<file path="src/rtl/sya_bank_ctrl.sv">
// Sequencer for one systolic PE bank: streams K act/wgt beats per output tile,
// marks tile boundaries with acc-reset, flushes the last tile and flags valid out_fm rows.
module sya_bank_ctrl #(
   parameter int NUM_ROW   = 16,
   parameter int NUM_COL   = 16,
   parameter int ACT_WIDTH = 8,
   parameter int WGT_WIDTH = 8,
   parameter int QNT_WIDTH = 20,
   parameter int CNT_WIDTH = 16,
   parameter int DRAIN_LAT = 18
) (
   input  logic                           clk,
   input  logic                           rst,
   input  logic                           start,
   input  logic [CNT_WIDTH-1:0]           cfg_num_k,
   input  logic [CNT_WIDTH-1:0]           cfg_num_tile,
   input  logic [QNT_WIDTH-1:0]           cfg_scale,
   input  logic [ACT_WIDTH-1:0]           cfg_shift,
   input  logic [ACT_WIDTH-1:0]           cfg_zp,
   input  logic                           act_vld,
   output logic                           act_rdy,
   input  logic [ACT_WIDTH*NUM_ROW-1:0]   act_data,
   input  logic                           wgt_vld,
   output logic                           wgt_rdy,
   input  logic [WGT_WIDTH*NUM_COL-1:0]   wgt_data,
   input  logic                           fm_rdy,
   output logic                           bank_vld,
   output logic                           bank_rdy,
   output logic                           bank_acc_reset,
   output logic [ACT_WIDTH*NUM_ROW-1:0]   bank_act,
   output logic [WGT_WIDTH*NUM_COL-1:0]   bank_wgt,
   output logic [QNT_WIDTH-1:0]           quant_scale,
   output logic [ACT_WIDTH-1:0]           quant_shift,
   output logic [ACT_WIDTH-1:0]           quant_zero_point,
   output logic [NUM_ROW-1:0]             fm_row_vld,
   output logic                           busy,
   output logic                           done
);
   localparam int AW       = ACT_WIDTH * NUM_ROW;
   localparam int WW       = WGT_WIDTH * NUM_COL;
   localparam int PIPE_LEN = DRAIN_LAT + NUM_ROW - 1;
   localparam logic [CNT_WIDTH-1:0] CNT_ONE = {{(CNT_WIDTH-1){1'b0}}, 1'b1};

   typedef enum logic [1:0] {S_IDLE, S_FEED, S_FLUSH, S_DRAIN} state_e;

   state_e               state_q, state_d;
   logic [CNT_WIDTH-1:0] num_k_q, num_k_d;
   logic [CNT_WIDTH-1:0] num_tile_q, num_tile_d;
   logic [CNT_WIDTH-1:0] k_cnt_q, k_cnt_d;
   logic [CNT_WIDTH-1:0] tile_cnt_q, tile_cnt_d;
   logic [CNT_WIDTH-1:0] out_cnt_q, out_cnt_d;
   logic [PIPE_LEN-1:0]  pipe_q, pipe_d;
   logic                 bank_vld_q, bank_vld_d;
   logic                 bank_acc_reset_q, bank_acc_reset_d;
   logic                 bank_close_q, bank_close_d;
   logic                 done_q, done_d;
   logic [AW-1:0]        bank_act_q, bank_act_d;
   logic [WW-1:0]        bank_wgt_q, bank_wgt_d;
   logic [QNT_WIDTH-1:0] quant_scale_q, quant_scale_d;
   logic [ACT_WIDTH-1:0] quant_shift_q, quant_shift_d;
   logic [ACT_WIDTH-1:0] quant_zp_q, quant_zp_d;
   logic                 adv;
   logic                 fire;
   logic                 row_last;

   // Handshake: a buffer beat transfers in a cycle where its vld and rdy are both high;
   // rdy is only raised when both buffers offer a beat and the fm sink lets the bank advance.
   assign adv      = fm_rdy;
   assign fire     = (state_q == S_FEED) & act_vld & wgt_vld & adv & ~rst;
   assign row_last = pipe_q[PIPE_LEN-1] & adv;

   assign act_rdy          = fire;
   assign wgt_rdy          = fire;
   assign bank_rdy         = fm_rdy;
   assign bank_vld         = bank_vld_q;
   assign bank_acc_reset   = bank_acc_reset_q;
   assign bank_act         = bank_act_q;
   assign bank_wgt         = bank_wgt_q;
   assign quant_scale      = quant_scale_q;
   assign quant_shift      = quant_shift_q;
   assign quant_zero_point = quant_zp_q;
   assign fm_row_vld       = pipe_q[PIPE_LEN-1 -: NUM_ROW] & {NUM_ROW{adv}};
   assign busy             = (state_q != S_IDLE);
   assign done             = done_q;

   always_comb begin
      state_d          = state_q;
      num_k_d          = num_k_q;
      num_tile_d       = num_tile_q;
      k_cnt_d          = k_cnt_q;
      tile_cnt_d       = tile_cnt_q;
      pipe_d           = pipe_q;
      bank_vld_d       = bank_vld_q;
      bank_acc_reset_d = bank_acc_reset_q;
      bank_close_d     = bank_close_q;
      bank_act_d       = bank_act_q;
      bank_wgt_d       = bank_wgt_q;
      quant_scale_d    = quant_scale_q;
      quant_shift_d    = quant_shift_q;
      quant_zp_d       = quant_zp_q;
      done_d           = 1'b0;
      out_cnt_d        = row_last ? out_cnt_q + CNT_ONE : out_cnt_q;

      // The pipe samples the beat currently at the bank input, so a closing beat
      // reaches tap DRAIN_LAT-1+r exactly DRAIN_LAT+r advancing cycles after it shows.
      if (adv) begin
         pipe_d           = {pipe_q[PIPE_LEN-2:0], bank_close_q};
         bank_vld_d       = 1'b0;
         bank_acc_reset_d = 1'b0;
         bank_close_d     = 1'b0;
      end

      case (state_q)
         S_IDLE: begin
            if (start) begin
               num_k_d       = cfg_num_k;
               num_tile_d    = cfg_num_tile;
               quant_scale_d = cfg_scale;
               quant_shift_d = cfg_shift;
               quant_zp_d    = cfg_zp;
               k_cnt_d       = '0;
               tile_cnt_d    = '0;
               out_cnt_d     = '0;
               if (cfg_num_k == '0 || cfg_num_tile == '0) done_d = 1'b1;
               else state_d = S_FEED;
            end
         end
         S_FEED: begin
            if (fire) begin
               bank_vld_d       = 1'b1;
               bank_act_d       = act_data;
               bank_wgt_d       = wgt_data;
               bank_acc_reset_d = (k_cnt_q == '0);
               bank_close_d     = (k_cnt_q == '0) && (tile_cnt_q != '0);
               if (k_cnt_q == num_k_q - CNT_ONE) begin
                  k_cnt_d    = '0;
                  tile_cnt_d = tile_cnt_q + CNT_ONE;
                  if (tile_cnt_q == num_tile_q - CNT_ONE) state_d = S_FLUSH;
               end else begin
                  k_cnt_d = k_cnt_q + CNT_ONE;
               end
            end
         end
         S_FLUSH: begin
            if (adv) begin
               bank_acc_reset_d = 1'b1;
               bank_close_d     = 1'b1;
               state_d          = S_DRAIN;
            end
         end
         S_DRAIN: begin
            if (row_last && out_cnt_d == num_tile_q) begin
               done_d  = 1'b1;
               state_d = S_IDLE;
            end
         end
         default: state_d = S_IDLE;
      endcase
   end

   always_ff @(posedge clk) begin
      if (rst) begin
         state_q          <= S_IDLE;
         num_k_q          <= '0;
         num_tile_q       <= '0;
         k_cnt_q          <= '0;
         tile_cnt_q       <= '0;
         out_cnt_q        <= '0;
         pipe_q           <= '0;
         bank_vld_q       <= 1'b0;
         bank_acc_reset_q <= 1'b0;
         bank_close_q     <= 1'b0;
         bank_act_q       <= '0;
         bank_wgt_q       <= '0;
         quant_scale_q    <= '0;
         quant_shift_q    <= '0;
         quant_zp_q       <= '0;
         done_q           <= 1'b0;
      end else begin
         state_q          <= state_d;
         num_k_q          <= num_k_d;
         num_tile_q       <= num_tile_d;
         k_cnt_q          <= k_cnt_d;
         tile_cnt_q       <= tile_cnt_d;
         out_cnt_q        <= out_cnt_d;
         pipe_q           <= pipe_d;
         bank_vld_q       <= bank_vld_d;
         bank_acc_reset_q <= bank_acc_reset_d;
         bank_close_q     <= bank_close_d;
         bank_act_q       <= bank_act_d;
         bank_wgt_q       <= bank_wgt_d;
         quant_scale_q    <= quant_scale_d;
         quant_shift_q    <= quant_shift_d;
         quant_zp_q       <= quant_zp_d;
         done_q           <= done_d;
      end
   end
endmodule

</file>
<file path="config.mk">
export PLATFORM = sky130hd
export DESIGN_NAME = sya_bank_ctrl
export DESIGN_NICKNAME = d
export VERILOG_FILES = /design/src/rtl/sya_bank_ctrl.sv
export SDC_FILE = /design/constraint.sdc
export NUM_CORES = 1
export LEC_CHECK = 0
export BUFFER_PORTS_ARGS = -buffer_cell sky130_fd_sc_hd__buf_2
export CORE_AREA = 10 10 245 247
export DETAILED_ROUTE_END_ITERATION = 12
export DIE_AREA = 0 0 255 257
export GPL_TIMING_DRIVEN = 0
export PLACE_DENSITY_LB_ADDON = 0.08
export SLEW_MARGIN = 25
export SYNTH_ARGS = -nofsm -noshare
export SYNTH_HDL_FRONTEND = slang
export SYNTH_SLANG_ARGS = --single-unit
export TNS_END_PERCENT = 100
</file>
<file path="constraint.sdc">
create_clock -name clk -period 7.4 [get_ports clk]
set_input_delay 0.37 -clock clk [delete_from_list [all_inputs] [get_ports clk]]
set_output_delay 0.37 -clock clk [all_outputs]
set_load 0.01 [all_outputs]
</file>
-- Yosys cells after proc, flatten, opt, wreduce, memory -nomap -nowiden
Cells that the tools add are included.
- register bits: 411
- input port bits: 330
- output and inout port bits: 315
- logic and storage cells: 89
- $add $sub $neg: 5
- equality and inequality tests: 13
- muxes and demuxes: 33
- bitwise gates (word level): 7
- reduce and logical (&&, ||, !) cells: 15
- operators by type and width (kind ; count):
    2-to-1 mux 16 bit ; 8
    case mux 16 bit (2 select lines) ; 2
    adder 16 x 1 -> 16 bit (second input constant) ; 3
    == test 16 bit ; 3
    logical NOT 16 bit ; 3
    subtractor 16 x 1 -> 16 bit (second input constant) ; 2
    AND 16 bit ; 1
    nonzero test 16 bit ; 1
    2-to-1 mux 2 bit ; 7
    2-to-1 mux 1 bit ; 12
    inequality test 2 bit (second input constant) ; 5
    case mux 2 bit (4 select lines) ; 1
    AND reduction 7 bit ; 1
    case mux 1 bit (2 select lines) ; 3
    AND 1 bit ; 5
    == test 2 bit (second input constant) ; 2
    inequality test 2 x 1 -> 1 bit (second input constant) ; 2
    AND reduction 2 bit ; 2
    AND reduction 4 bit ; 1
    nonzero test 2 bit ; 2
    AND reduction 3 bit ; 1
    == test 2 x 1 -> 1 bit (second input constant) ; 1
    logical AND 1 bit ; 2
    logical NOT 2 bit ; 1
    2 further kinds ; 2

-- Depth between registers and ports, before layout
- depth in word-level cells: 7
- depth in mapped cells: 12
- depth with buffers taken out: 10

-- Worst setup path before layout
No wires, ideal clock.
- path kind: register -> register
- start point: reg num_k_q[0]
- end point: reg tile_cnt_q[0]
- library setup time: 0.070 ns
- arrival: 2.620 ns
- required time: 7.330 ns
- path slack: 4.710 ns
- stages on the path, launching flop included: 12
- buffers on the path: 1
- clock period less this slack: 2.690 ns
- cell sequence: dfxtp_1 > inv_1 > ha_1 > nor4b_4 > a211oi_1 > o21bai_1 > o211ai_1 > or4_1 > o21a_1 > buf_6 > or4_1 > a21oi_1
- word-level cells in the longest chain between the ends: 4
- ends and longest elaborated chain (element ; RTL line ; source):
    start: declaration ; 47 ; logic [CNT_WIDTH-1:0] num_k_q, num_k_d;
    start signal: assignment ; 181 ; num_k_q <= num_k_d;
    subtractor 16 x 1 -> 16 bit ; 135 ; if (k_cnt_q == num_k_q - CNT_ONE) begin
    == test 16 bit ; 135 ;
    inequality test 2 x 1 -> 1 bit (no source line) ; -- ;
    AND reduction 4 bit (no source line) ; -- ;
    end signal: assignment ; 184 ; tile_cnt_q <= tile_cnt_d;
    end: declaration ; 50 ; logic [CNT_WIDTH-1:0] tile_cnt_q, tile_cnt_d;
No other way between the ends.
A chain may end at the register's enable or synchronous reset.

-- Worst setup path after layout
- start point: reg state_q[1]
- end point: out wgt_rdy
- word-level cells in the longest chain between the ends: 5
- ends and longest elaborated chain (element ; RTL line ; source):
    start: declaration ; 46 ; state_e state_q, state_d;
    start signal: assignment ; 180 ; state_q <= state_d;
    == test 2 x 1 -> 1 bit ; 69 ; assign fire = (state_q == S_FEED) & act_vld & wgt_vld & adv & ~rst;
    AND 1 bit (4 in a row) ; 69 ;
    end: declaration ; 24 ; output logic wgt_rdy,
No other way between the ends.

==> impl_results.md <==
- Status: finished clean
- Max Cap Viol: 0
- #FFs+latches synth: 411
- CTS Buf Count: 49
- Fill cells: 5489
- Sw Share: 28.3%
- Pwr/cell area: 243 nW/µm²
- Total grt overflow: 0
- First-pass GRT wire length: 116000 µm
- Crit-path max FO: 11
- Total GRT Usage: 23.0%
- WP data required: 7.03 ns
- Clock power share: 41.5%
- Worst-margin pin slew: 0.910 ns
- Post-synth top flop: dfxtp_1
- Final core utilization: a little under half
- Period Utilization, post-route: 60.7%
- Post-CTS Setup Repair Bufs: 0
- Post-synthesis cell area: between 15000 and 20000 µm²
- Net Count, Synth: ~2500
- Clock Pin Slew Worst Setup and Hold Paths: 0.06 ns
- Post-DP HPWL: between 60000 and 70000 µm
- Syn Area/Cell: 8.14 µm²
- Setup TNS: 0 ns
- Port bufs: 643
- Power Internal: around 4500 µW
- Fmax: between 200 and 250 MHz
- Vias in the first global route: 18600
- Startpoint Class: flip-flop
- Die width: 255 µm
- Peak VDD IR: approximately 0.00016 V
- Crit. End Element: output pin
- Synthesized instance count: 2115
- Detailed Route WL: about 78000 µm
- Row count: between 80 and 90
- Yosys top cell area share: 47.8%
- Flop pwr share: 38.7%
- Fin. Hold Viols: 0
- Largest net degree at the start of global routing: 13
- Data arrival, critical path: between 4 and 5 ns
- Sink count of the clock tree: between 400 and 500
- WS Path Type: reg -> out
- RePlAce Congestion: 0.878
- Layout area overhead: 49.7%
- Reg2Reg Depth: 9
- Routed len/inst: between 20 and 25 µm
- Cell Area, Placed: 21300 µm²
- Via count of the routed design: 18300
- CTS H-Tree Depth: 2
- Root Buffer: clkbuf_16
- Slew HR: about two fifths
- Hold depth: 3
- Die extent in y: 257 µm
- Post-cts resize count: 0
- Number of synthesized flops with an enable pin: 0
- Number of antenna violations at the first check in global routing: 13
- Tightest Hold Check Type: in -> reg
- Die Footprint: 65500 µm²
- Multi-input combinational cell area: between 8000 and 9000 µm²
- Total power: 6250 µW
- DRT Pass-1 Iters: 5
- DRC viols: 0
- # IOs: 645
- DRT antenna net count: 0
- Drt initial violations: 1104
- RSZ-0062 raised after global routing: no
- Register area share after synthesis: between 40% and 50%
- Register Area: 8230 µm²
- Core Region: 54900 µm²
- Skew final: ~0.023 ns
- Psw: 1770 µW
- Pleak: 0.0108 µW
- Yosys cell types: 63
- Initial core utilization: 31.4%
- Main area contributors after synthesis: dfxtp_1 (48%), nand2_1 (9.7%), nand2b_1 (9.6%)
- CTS Buffer Depth: 3
- Async SR Flop Fraction: 0%
- Yosys top cell by area: dfxtp_1
- Ys Warns: 0
- DR vias/cell: about 4.8
- CTS tree: built
- Post-Layout Cell Count: 3826
- Placed Cells incl. Taps: around 3500
- Layout cells sized above 1: a little under a quarter
- Max-slew violation count: 0
- Final Critical Period: 4.49 ns
- Nets: 3422
- Final setup vio count: 0
- Post-route design area: 25800 µm²
- Combinational Power Share: 19.7%
- Clk_lat worst skew: between 0.5 and 0.6 ns
worst paths after layout:
check / from / to / slack [ns]
max reg2reg: state_q[1] / bank_act[126] / 3.76
min: act_data[19] / bank_act[19] / 0.04
min reg2reg: bank_vld / bank_vld / 0.45
max: state_q[1] / wgt_rdy / 2.91
cells in the final DEF (no fill, tap or decap), types with 7 or more instances in the layout:
cell type      synthesis  final
or3_1                 17     17
nand4_1               20     20
o21ai_0              266    266
buf_1                 16     16
xor2_1                29     29
bufinv_16              0     10
diode_2                0      7
clkbuf_8               0      7
nand2b_1             264    264
and2_1                17     17
inv_1                 27     27
mux2i_1               34     34
buf_2                  3    646
dfxtp_1              411    411
clkbuf_1             132    143
nand2_1              446    446
nor2_1               100    100
nand3_1               22     22
and3_1                 7      7
dlygate4sd3_1          0    272
xnor2_1               51     51
nor4_1                39     39
nor3_1                19     19
clkbuf_16              0     49
ha_1                  11     11
a21oi_1               98     98
critical path, cell delays in order (launching register included):
cell and delay [ns]:
dfxtp_1 0.34, inv_1 0.09, ha_1 0.13, clkbuf_1 0.44, nand4_1 0.19, nor2_1 0.29
clkbuf_1 0.56, clkbuf_1 0.60, clkbuf_1 0.54, buf_4 0.22, buf_2 0.12
registers in the layout (all words and copies together) (netlist names), 2 cells and up:
name	flops
quant_scale	20
state_q	2
out_cnt_q	16
bank_act	128
pipe_q	33
quant_shift	8
k_cnt_q	16
num_tile_q	16
quant_zero_point	8
num_k_q	16
bank_wgt	128
tile_cnt_q	16
area by class of cell:
type	instances	area share (%)
diodes	7	0.0680
plain buffers	157	2.43
inverters	28	0.408
repair buffers	915	23.1
well taps	704	3.42
clock inverters	18	1.36
clock buffers	67	5.29
flip-flops and latches	411	31.9
multi-input cells	1519	32.0
synthesized netlist by cell type (4+ instances only):
cell / n
o211ai_1: 5
dfxtp_1: 411
nand3_1: 22
nand2b_1: 264
o221ai_1: 5
o21ai_0: 266
and3_1: 7
o31ai_1: 5
inv_1: 27
and2_1: 17
nand4_1: 20
nor3_1: 19
a21oi_1: 98
ha_1: 11
or4_1: 5
or2_2: 4
nand2_1: 446
mux2i_1: 34
or3_1: 17
xnor2_1: 51
a2111oi_0: 4
nor4_1: 39
buf_1: 16
xor2_1: 29
clkbuf_1: 132
nor2_1: 100
power groups by stage:
stage,registers [µW],clock network (µW),logic [µW]
3_3_place_gp,2460,0,1100
3_5_place_dp,2470,0,1110
4_1_cts,2420,2660,1240
6_report,2420,2600,1230
5_1_grt,2440,2750,1360
2_1_floorplan,2480,0,652
through the flow:
| step | hold slack, ns | setup slack, ns |
|---|---|---|
| detailed placement | 0.440 | 3.25 |
| floorplan | 0.448 | 4.71 |
| global placement | 0.433 | 3.31 |
| finish | 0.0357 | 2.91 |
| CTS | 0.0000308 | 2.59 |
| global route | 0.0155 | 2.39 |
repair_timing:
item                                    4_1_cts  5_1_grt
hold buffers                                272        0
endpoints found under the setup margin        0        0
endpoints found under the hold margin       272        0
cells by family after synthesis:
kind of cell | synth area share [%]
fa+ha+maj | 0.800
xor+xnor | 4.33
simple gates | 27.5
flops | 47.8
buf+inv | 4.25
mux | 1.98
compound gates | 13.3
metal layers:
layer / track usage [%] / share of wire (%) / up-vias
met4: 10.0 / 4.5 / 2
met5: 0 / 0.017 / -
met1: 25.4 / 38 / 8576
met2: 40.2 / 50 / 586
li1: - / - / 8960
met3: 6.62 / 7.6 / 152
Power figures use the tool's default switching activity.
